--- config.mk ---
export PLATFORM = sky130hd
export DESIGN_NAME = uart_fifo_param
export DESIGN_NICKNAME = d
export VERILOG_FILES = /design/src/rtl/uart_fifo_param.sv
export SDC_FILE = /design/constraint.sdc
export NUM_CORES = 1
export LEC_CHECK = 0
export ABC_AREA = 1
export CAP_MARGIN = 10
export CORE_MARGIN = 2
export CORE_UTILIZATION = 48
export CTS_BUF_LIST = sky130_fd_sc_hd__clkbuf_4 sky130_fd_sc_hd__clkbuf_8
export CTS_CLUSTER_DIAMETER = 150
export CTS_CLUSTER_SIZE = 28
export DETAILED_ROUTE_END_ITERATION = 10
export GPL_TIMING_DRIVEN = 1
export PLACE_DENSITY = 0.79
export SETUP_SLACK_MARGIN = 0.3
export SLEW_MARGIN = 20
export SYNTH_ARGS = -nofsm -noshare
export SYNTH_HDL_FRONTEND = slang
export SYNTH_SLANG_ARGS = --single-unit
--- constraint.sdc ---
create_clock -name clk -period 3.15 [get_ports clk]
set_input_delay 0.63 -clock clk [delete_from_list [all_inputs] [get_ports clk]]
set_output_delay 0.63 -clock clk [all_outputs]
set_load 0.1 [all_outputs]
--- src/rtl/uart_fifo_param.sv ---
// Parametrised single-clock circular byte FIFO between the UART register interface and a
// TX/RX engine. It has a selectable overflow policy, level flags, a flush and an overflow counter.
module uart_fifo_param #(
  parameter int unsigned DATA_WIDTH         = 8,
  parameter int unsigned ADDR_WIDTH         = 4,
  parameter bit          OVERWRITE          = 1'b1,
  parameter int unsigned ALMOST_FULL_LEVEL  = 12,
  parameter int unsigned ALMOST_EMPTY_LEVEL = 2
) (
  input  logic                  clk,
  input  logic                  rst,
  input  logic                  clear,
  input  logic                  write_strobe,
  input  logic [DATA_WIDTH-1:0] write_data,
  input  logic                  read_strobe,
  output logic [DATA_WIDTH-1:0] read_data,
  output logic [31:0]           read_count,
  output logic [31:0]           write_available,
  output logic [31:0]           size,
  output logic                  full,
  output logic                  empty,
  output logic                  almost_full,
  output logic                  almost_empty,
  output logic                  overflow,
  output logic                  underflow,
  output logic [15:0]           overflow_count
);

  localparam int unsigned           Depth    = 2 ** ADDR_WIDTH;
  localparam logic [ADDR_WIDTH:0]   DepthCnt = (ADDR_WIDTH + 1)'(Depth);

  logic [DATA_WIDTH-1:0] mem_q [Depth];

  logic [ADDR_WIDTH-1:0] in_ptr_q, in_ptr_d;
  logic [ADDR_WIDTH-1:0] out_ptr_q, out_ptr_d;
  logic [ADDR_WIDTH:0]   count_q, count_d;
  logic                  overflow_q, overflow_d;
  logic                  underflow_q, underflow_d;
  logic [15:0]           ovf_count_q, ovf_count_d;
  logic                  mem_we;
  logic                  is_full, is_empty;

  assign is_full  = (count_q == DepthCnt);
  assign is_empty = (count_q == '0);

  always_comb begin
    in_ptr_d    = in_ptr_q;
    out_ptr_d   = out_ptr_q;
    count_d     = count_q;
    overflow_d  = 1'b0;
    underflow_d = 1'b0;
    ovf_count_d = ovf_count_q;
    mem_we      = 1'b0;

    if (clear) begin
      in_ptr_d    = '0;
      out_ptr_d   = '0;
      count_d     = '0;
      ovf_count_d = '0;
    end else begin
      case ({write_strobe, read_strobe})
        2'b10: begin
          if (!is_full) begin
            mem_we   = 1'b1;
            in_ptr_d = in_ptr_q + 1'b1;
            count_d  = count_q + 1'b1;
          end else begin
            overflow_d = 1'b1;
            // Overwrite policy drops the oldest entry by advancing both pointers.
            if (OVERWRITE) begin
              mem_we    = 1'b1;
              in_ptr_d  = in_ptr_q + 1'b1;
              out_ptr_d = out_ptr_q + 1'b1;
            end
          end
        end
        2'b01: begin
          if (!is_empty) begin
            out_ptr_d = out_ptr_q + 1'b1;
            count_d   = count_q - 1'b1;
          end else begin
            underflow_d = 1'b1;
          end
        end
        2'b11: begin
          mem_we   = 1'b1;
          in_ptr_d = in_ptr_q + 1'b1;
          if (!is_empty) begin
            out_ptr_d = out_ptr_q + 1'b1;
          end else begin
            // No fall-through: the write lands, the read is rejected.
            count_d     = count_q + 1'b1;
            underflow_d = 1'b1;
          end
        end
        default: ;
      endcase

      if (overflow_d && (ovf_count_q != 16'hFFFF)) begin
        ovf_count_d = ovf_count_q + 16'd1;
      end
    end
  end

  always_ff @(posedge clk or negedge rst) begin
    if (!rst) begin
      in_ptr_q    <= '0;
      out_ptr_q   <= '0;
      count_q     <= '0;
      overflow_q  <= 1'b0;
      underflow_q <= 1'b0;
      ovf_count_q <= '0;
    end else begin
      in_ptr_q    <= in_ptr_d;
      out_ptr_q   <= out_ptr_d;
      count_q     <= count_d;
      overflow_q  <= overflow_d;
      underflow_q <= underflow_d;
      ovf_count_q <= ovf_count_d;
    end
  end

  // Storage is deliberately left out of reset.
  always_ff @(posedge clk) begin
    if (mem_we) begin
      mem_q[in_ptr_q] <= write_data;
    end
  end

  assign read_data       = mem_q[out_ptr_q];
  assign read_count      = 32'(count_q);
  assign write_available = Depth - read_count;
  assign size            = Depth;
  assign full            = is_full;
  assign empty           = is_empty;
  assign almost_full     = (read_count >= ALMOST_FULL_LEVEL);
  assign almost_empty    = (read_count <= ALMOST_EMPTY_LEVEL);
  assign overflow        = overflow_q;
  assign underflow       = underflow_q;
  assign overflow_count  = ovf_count_q;

endmodule
# Word level (Yosys, flattened, before mapping)

Memories as Yosys holds them, arrays and structs flattened.
Index checks and enable logic that the tools add are counted.

Register bits: 31
Latch bits: 0
Bits in writable memories: 128
Memory bits (read-only): 0
Output and inout port bits: 126
Memories kept: 1

Memory list:

| name  | depth | bits a word | read ports | clocked after memory_dff | write ports | RTL line | source |
|---|---|---|---|---|---|---|---|
| mem_q | 16    | 8           | 1          | 0                        | 1           | 32       | `logic [DATA_WIDTH-1:0] mem_q [Depth];` |

Add/sub/neg operators: 6
Multipliers: 0
Div/mod/pow operators: 0
Magnitude comparators: 2
Eq/ne operators: 10
Shift operators: 0
Multiplexer cells: 24
Bitwise gates (word level): 0
Reduce and logical (&&, ||, !) cells: 10

Operators by type and width:

| kind                                                              | count |
|---|---|
| 2-to-1 mux 16 bit                                                 | 2 |
| 2-to-1 mux 4 bit                                                  | 5 |
| 2-to-1 mux 5 bit                                                  | 4 |
| adder 16 x 1 -> 16 bit, second input constant                     | 1 |
| inequality test 16 bit, second input constant                     | 1 |
| inequality test 3 bit, second input constant                      | 5 |
| one-hot mux 5 bit (3 select lines)                                | 1 |
| 2-to-1 mux 1 bit                                                  | 11 |
| adder 4 x 1 -> 4 bit, second input constant                       | 2 |
| one-hot mux 4 bit (2 select lines)                                | 1 |
| subtractor 5 x 5 -> 6 bit, first input constant                   | 1 |
| adder 5 x 1 -> 5 bit, second input constant                       | 1 |
| equality test 5 bit, second input constant                        | 1 |
| greater-or-equal comparator 5 x 4 -> 1 bit, second input constant | 1 |
| less-or-equal comparator 5 x 2 -> 1 bit, second input constant    | 1 |
| logical NOT 5 bit                                                 | 1 |
| subtractor 5 x 1 -> 5 bit, second input constant                  | 1 |
| equality test 2 bit, second input constant                        | 2 |
| AND reduction 4 bit                                               | 1 |
| nonzero test 2 bit                                                | 2 |
| nonzero test 4 bit                                                | 1 |
| OR reduction 2 bit                                                | 2 |
| AND reduction 3 bit                                               | 1 |
| nonzero test 3 bit                                                | 1 |
| 2 further kinds                                                   | 2 |

# Depth between registers and ports, before layout

Gate-level depths: netlist of run 1.

Depth in word-level cells: 7
Gate-level depth with buffers: 13

# Least setup slack after synthesis of run 1

OpenSTA, ideal clock, no wires.

Path type: register to output
From: register count_q[2]
To: output almost_full
Arrival: 3,377 ps
Required time: 2,520 ps
Slack: -857 ps
Cell stages (with the launch flop): 3
Buffers on the path: 0
Cell sequence: dfrtp_1 -> inv_1 -> o21ai_0

Longest elaborated chain between the ends: 1

RTL lines:

| element                                    | RTL line | source |
|---|---|---|
| start: declaration                         | 36       | `logic [ADDR_WIDTH:0] count_q, count_d;` |
| start signal: assignment                   | 116      | `count_q <= count_d;` |
| greater-or-equal comparator 5 x 4 -> 1 bit | 136      | `assign almost_full = (read_count >= ALMOST_FULL_LEVEL);` |
| end: declaration                           | 22       | `output logic almost_full,` |

No other way between the ends.

# Worst setup path after layout of run 1

From: register out_ptr_q[0]
To: output read_data[7]

Longest elaborated chain between the ends: 1

RTL lines:

| element                  | RTL line | source |
|---|---|---|
| start: declaration       | 35       | `logic [ADDR_WIDTH-1:0] out_ptr_q, out_ptr_d;` |
| start signal: assignment | 115      | `out_ptr_q <= out_ptr_d;` |
| memory (16 x 8 bit)      | --       |  |
| end: declaration         | 16       | `output logic [DATA_WIDTH-1:0] read_data,` |

No other way between the ends.

==> metrics.yaml, run 1 <==
firstDrtPassIters: 5
htreeDepth: 4
finalPower_mw: 9.52
clock.fmax_mhz: 354
final_util: 0.575
hold_viol: 0
wire_per_inst_um: 16.4
drtIter0Drc: 620
post-route-period-util: 0.898
yosys_warnings: 0
comb_power_share: 0.560
avgSynthCellArea_um2: 10.2
grt_antenna_before_repair: 0
grt_first_pass_wirelength_um: 26900
syn_area_um2: 7760
clkTransAtPathRegs_ns: 0.09
grt_max_degree: 80
setup.worst_path.start_class: "flop"
cp_max_fo: 39
cp-end-kind: "output port"
layout.nets: 860
overflow: 0
dp_cells: 1021
maxCapViolations: 0
grt_pass1_vias: 5102
clk_root_buffer_cell: "clkbuf_8"
grtUsageTotal: 0.199
vias: 5619
initial_utilization: 0.491
critical_path_arrival_ns: 2.20
criticalPathCategory: "reg -> out"
postSynthCellCount: 761
worstMarginPinSlew_ns: 0.832
area_delta_synth_final_pct: 17.2
min_path_type: "in -> async"
hpwl_um: 10800
wirelength_um: 17500
viasPerCell: 5.28
maxSlewViolCount: 0
period_minus_slack_ns: 2.83
peakVddDrop_uv: 1600
drc_errors: 0
finalClockSkew_ns: 0.0157
grt_use_met3: 0.0509
ys_seq_area_frac: 0.595
cts_buffers: 17
timing.final.ws_setup_ns: 0.321
cts_tree: "built"
antenna_cells: 0
dp_slack_ns: 0.458
status: "finished, final reports clean"
holdWs_ns: 0.561
grt_setup_unrepaired: "yes"
worstSkewPairLatency_ns: 0.46
place_area_um2: 8440
fp.dieW_um: 131
p_per_area_nw_per_um2: 1050
crit_required_ns: 2.52
worst_r2r_path_depth: 8
cts.sinks: 159
grtUsageMet2: 0.316
tns_ns: 0
grt_use_met1: 0.271
die_h_um: 131
internal_power_mw: 4.58
io_buffers: 79
synth_seq_cells: 159
ant_nets: 0
die_area_um2: 17200
clkPwrFrac: 0.185
swShare: 0.519
leakagePower_nw: 3.65
synthDistinctLibCells: 31
cts_buffer_depth: 2
final_cells: 1065
slew_headroom: 0.443
setup_violations: 0
hold_buffers: 0
top_usage_layer: "met2"
gp_congestion: 0.859
core_area_um2: 15800
pwr-share-seq: 0.256
rows: 46
switching_power_mw: 4.94
ios: 139
stdcell_area_um2: 9100
drive_gt1_frac: 0.193
## path summary, 6_finish.rpt
check	from	end	slack (ns)
setup / recovery	out_ptr_q[0]	read_data[7]	0.32
hold / removal	rst	overflow_count[3]	0.56
setup reg to reg	count_q[1]	overflow_count[0]	0.87
hold reg to reg	overflow_count[15]	overflow_count[15]	0.57
max in group asynchronous	rst	count_q[2]	2.25
min in group clk	overflow_count[15]	overflow_count[15]	0.57
## layout by cell type (no fill, tap or decap), types with 6 or more instances in the layout
cell             count
edfxtp_1           128
nor2_1             109
nand2_1             98
buf_4               84
o21ai_0             74
conb_1              59
inv_1               44
nand3_1             40
o211ai_1            32
dfrtp_1             26
a21oi_1             19
clkbuf_8            19
nand4_1             13
clkdlybuf4s50_1     12
buf_12              12
ha_1                 9
clkinvlp_4           6
## synth_stat cells
| cell type | number | area [µm²] |
|---|---|---|
| xor2_1 | 6 | 52.6 |
| nand4_1 | 13 | 81.3 |
| clkinv_1 | 2 | 7.51 |
| a21oi_1 | 19 | 95.1 |
| nand2_1 | 101 | 379 |
| clkbuf_1 | 11 | 41.3 |
| o21ai_0 | 78 | 390 |
| ha_1 | 11 | 138 |
| edfxtp_1 | 128 | 3840 |
| inv_1 | 46 | 173 |
| nand2_2 | 2 | 12.5 |
| o21bai_1 | 5 | 37.5 |
| a22o_1 | 1 | 8.76 |
| buf_6 | 1 | 11.3 |
| conb_1 | 2 | 7.51 |
| nor3_1 | 5 | 25.0 |
| o22ai_1 | 1 | 6.26 |
| inv_2 | 1 | 3.75 |
| or2_2 | 2 | 12.5 |
| nand3_1 | 41 | 205 |
| o211ai_1 | 32 | 240 |
| nor2_1 | 109 | 409 |
| buf_4 | 88 | 661 |
| buf_2 | 12 | 60.1 |
| nor2_4 | 2 | 22.5 |
| dfrtp_1 | 31 | 776 |
| nor4_1 | 1 | 6.26 |
| xnor2_1 | 2 | 17.5 |
| o21ai_1 | 1 | 5.00 |
| buf_1 | 3 | 11.3 |
| nor2_2 | 4 | 25.0 |
## registers in the layout, indices dropped and copies added, names as in the netlist
name / count
count_q: 5
mem_q: 128
overflow: 1
underflow: 1
overflow_count: 16
out_ptr_q: 4
in_ptr_q: 4
## cell families after synthesis
family                     count (synthesis)  share of synthesized area
and+or+nand+nor                          280                      0.152
other                                      2                   0.000967
xor gates and xnor gates                   8                    0.00902
DFF                                      159                      0.595
adders and majority gates                 11                     0.0177
buffers and inverters                    164                      0.125
AOI/OAI and AO/OA                        137                      0.101
## power groups by stage
stage / Combinational, mW / Clock [mW] / Sequential (mW)
6_report: 5.33 / 1.76 / 2.44
5_1_grt: 5.53 / 1.86 / 2.44
4_1_cts: 5.17 / 1.78 / 2.42
3_5_place_dp: 5.03 / 0 / 2.49
3_3_place_gp: 5.00 / 0 / 2.49
2_1_floorplan: 3.98 / 0 / 2.67
## worst max-delay path: stages, from the launching register on
cell	delay, ns
dfrtp_2	0.48
buf_4	0.18
clkbuf_16	0.20
o21ai_0	0.30
o211ai_1	0.19
nand3_1	0.11
nand2_1	0.10
buf_12	0.18
## routing by layer
metal,wire [µm],vias up
li1,-,2627
met1,7160,2649
met2,8330,312
met3,1700,31
met4,300,0
met5,0,-
## final cells by class
cell class,count,area [µm²]
repair buffers,111,1060
inverters,49,199
well taps,216,270
clock buffers,20,269
clock inverters,12,203
repair inverters,3,22.5
fillers,1303,6720
flip-flops and latches,159,4630
multi-input cells,495,2450
## repair_timing
item	CTS	global route
setup buffers	2	5
endpoints found under the setup margin	35	29
resized for setup	7	11
pin swaps	1	3
gates cloned	4	1
No activity file was read; power rests on OpenSTA's default activity.
==> inputs of run 2 (changes only) <==
- HOLD_SLACK_MARGIN: not set -> 0.06
==> results of run 2 <==
Same layout as run 1: the final DEF is identical, and so are final timing and power.
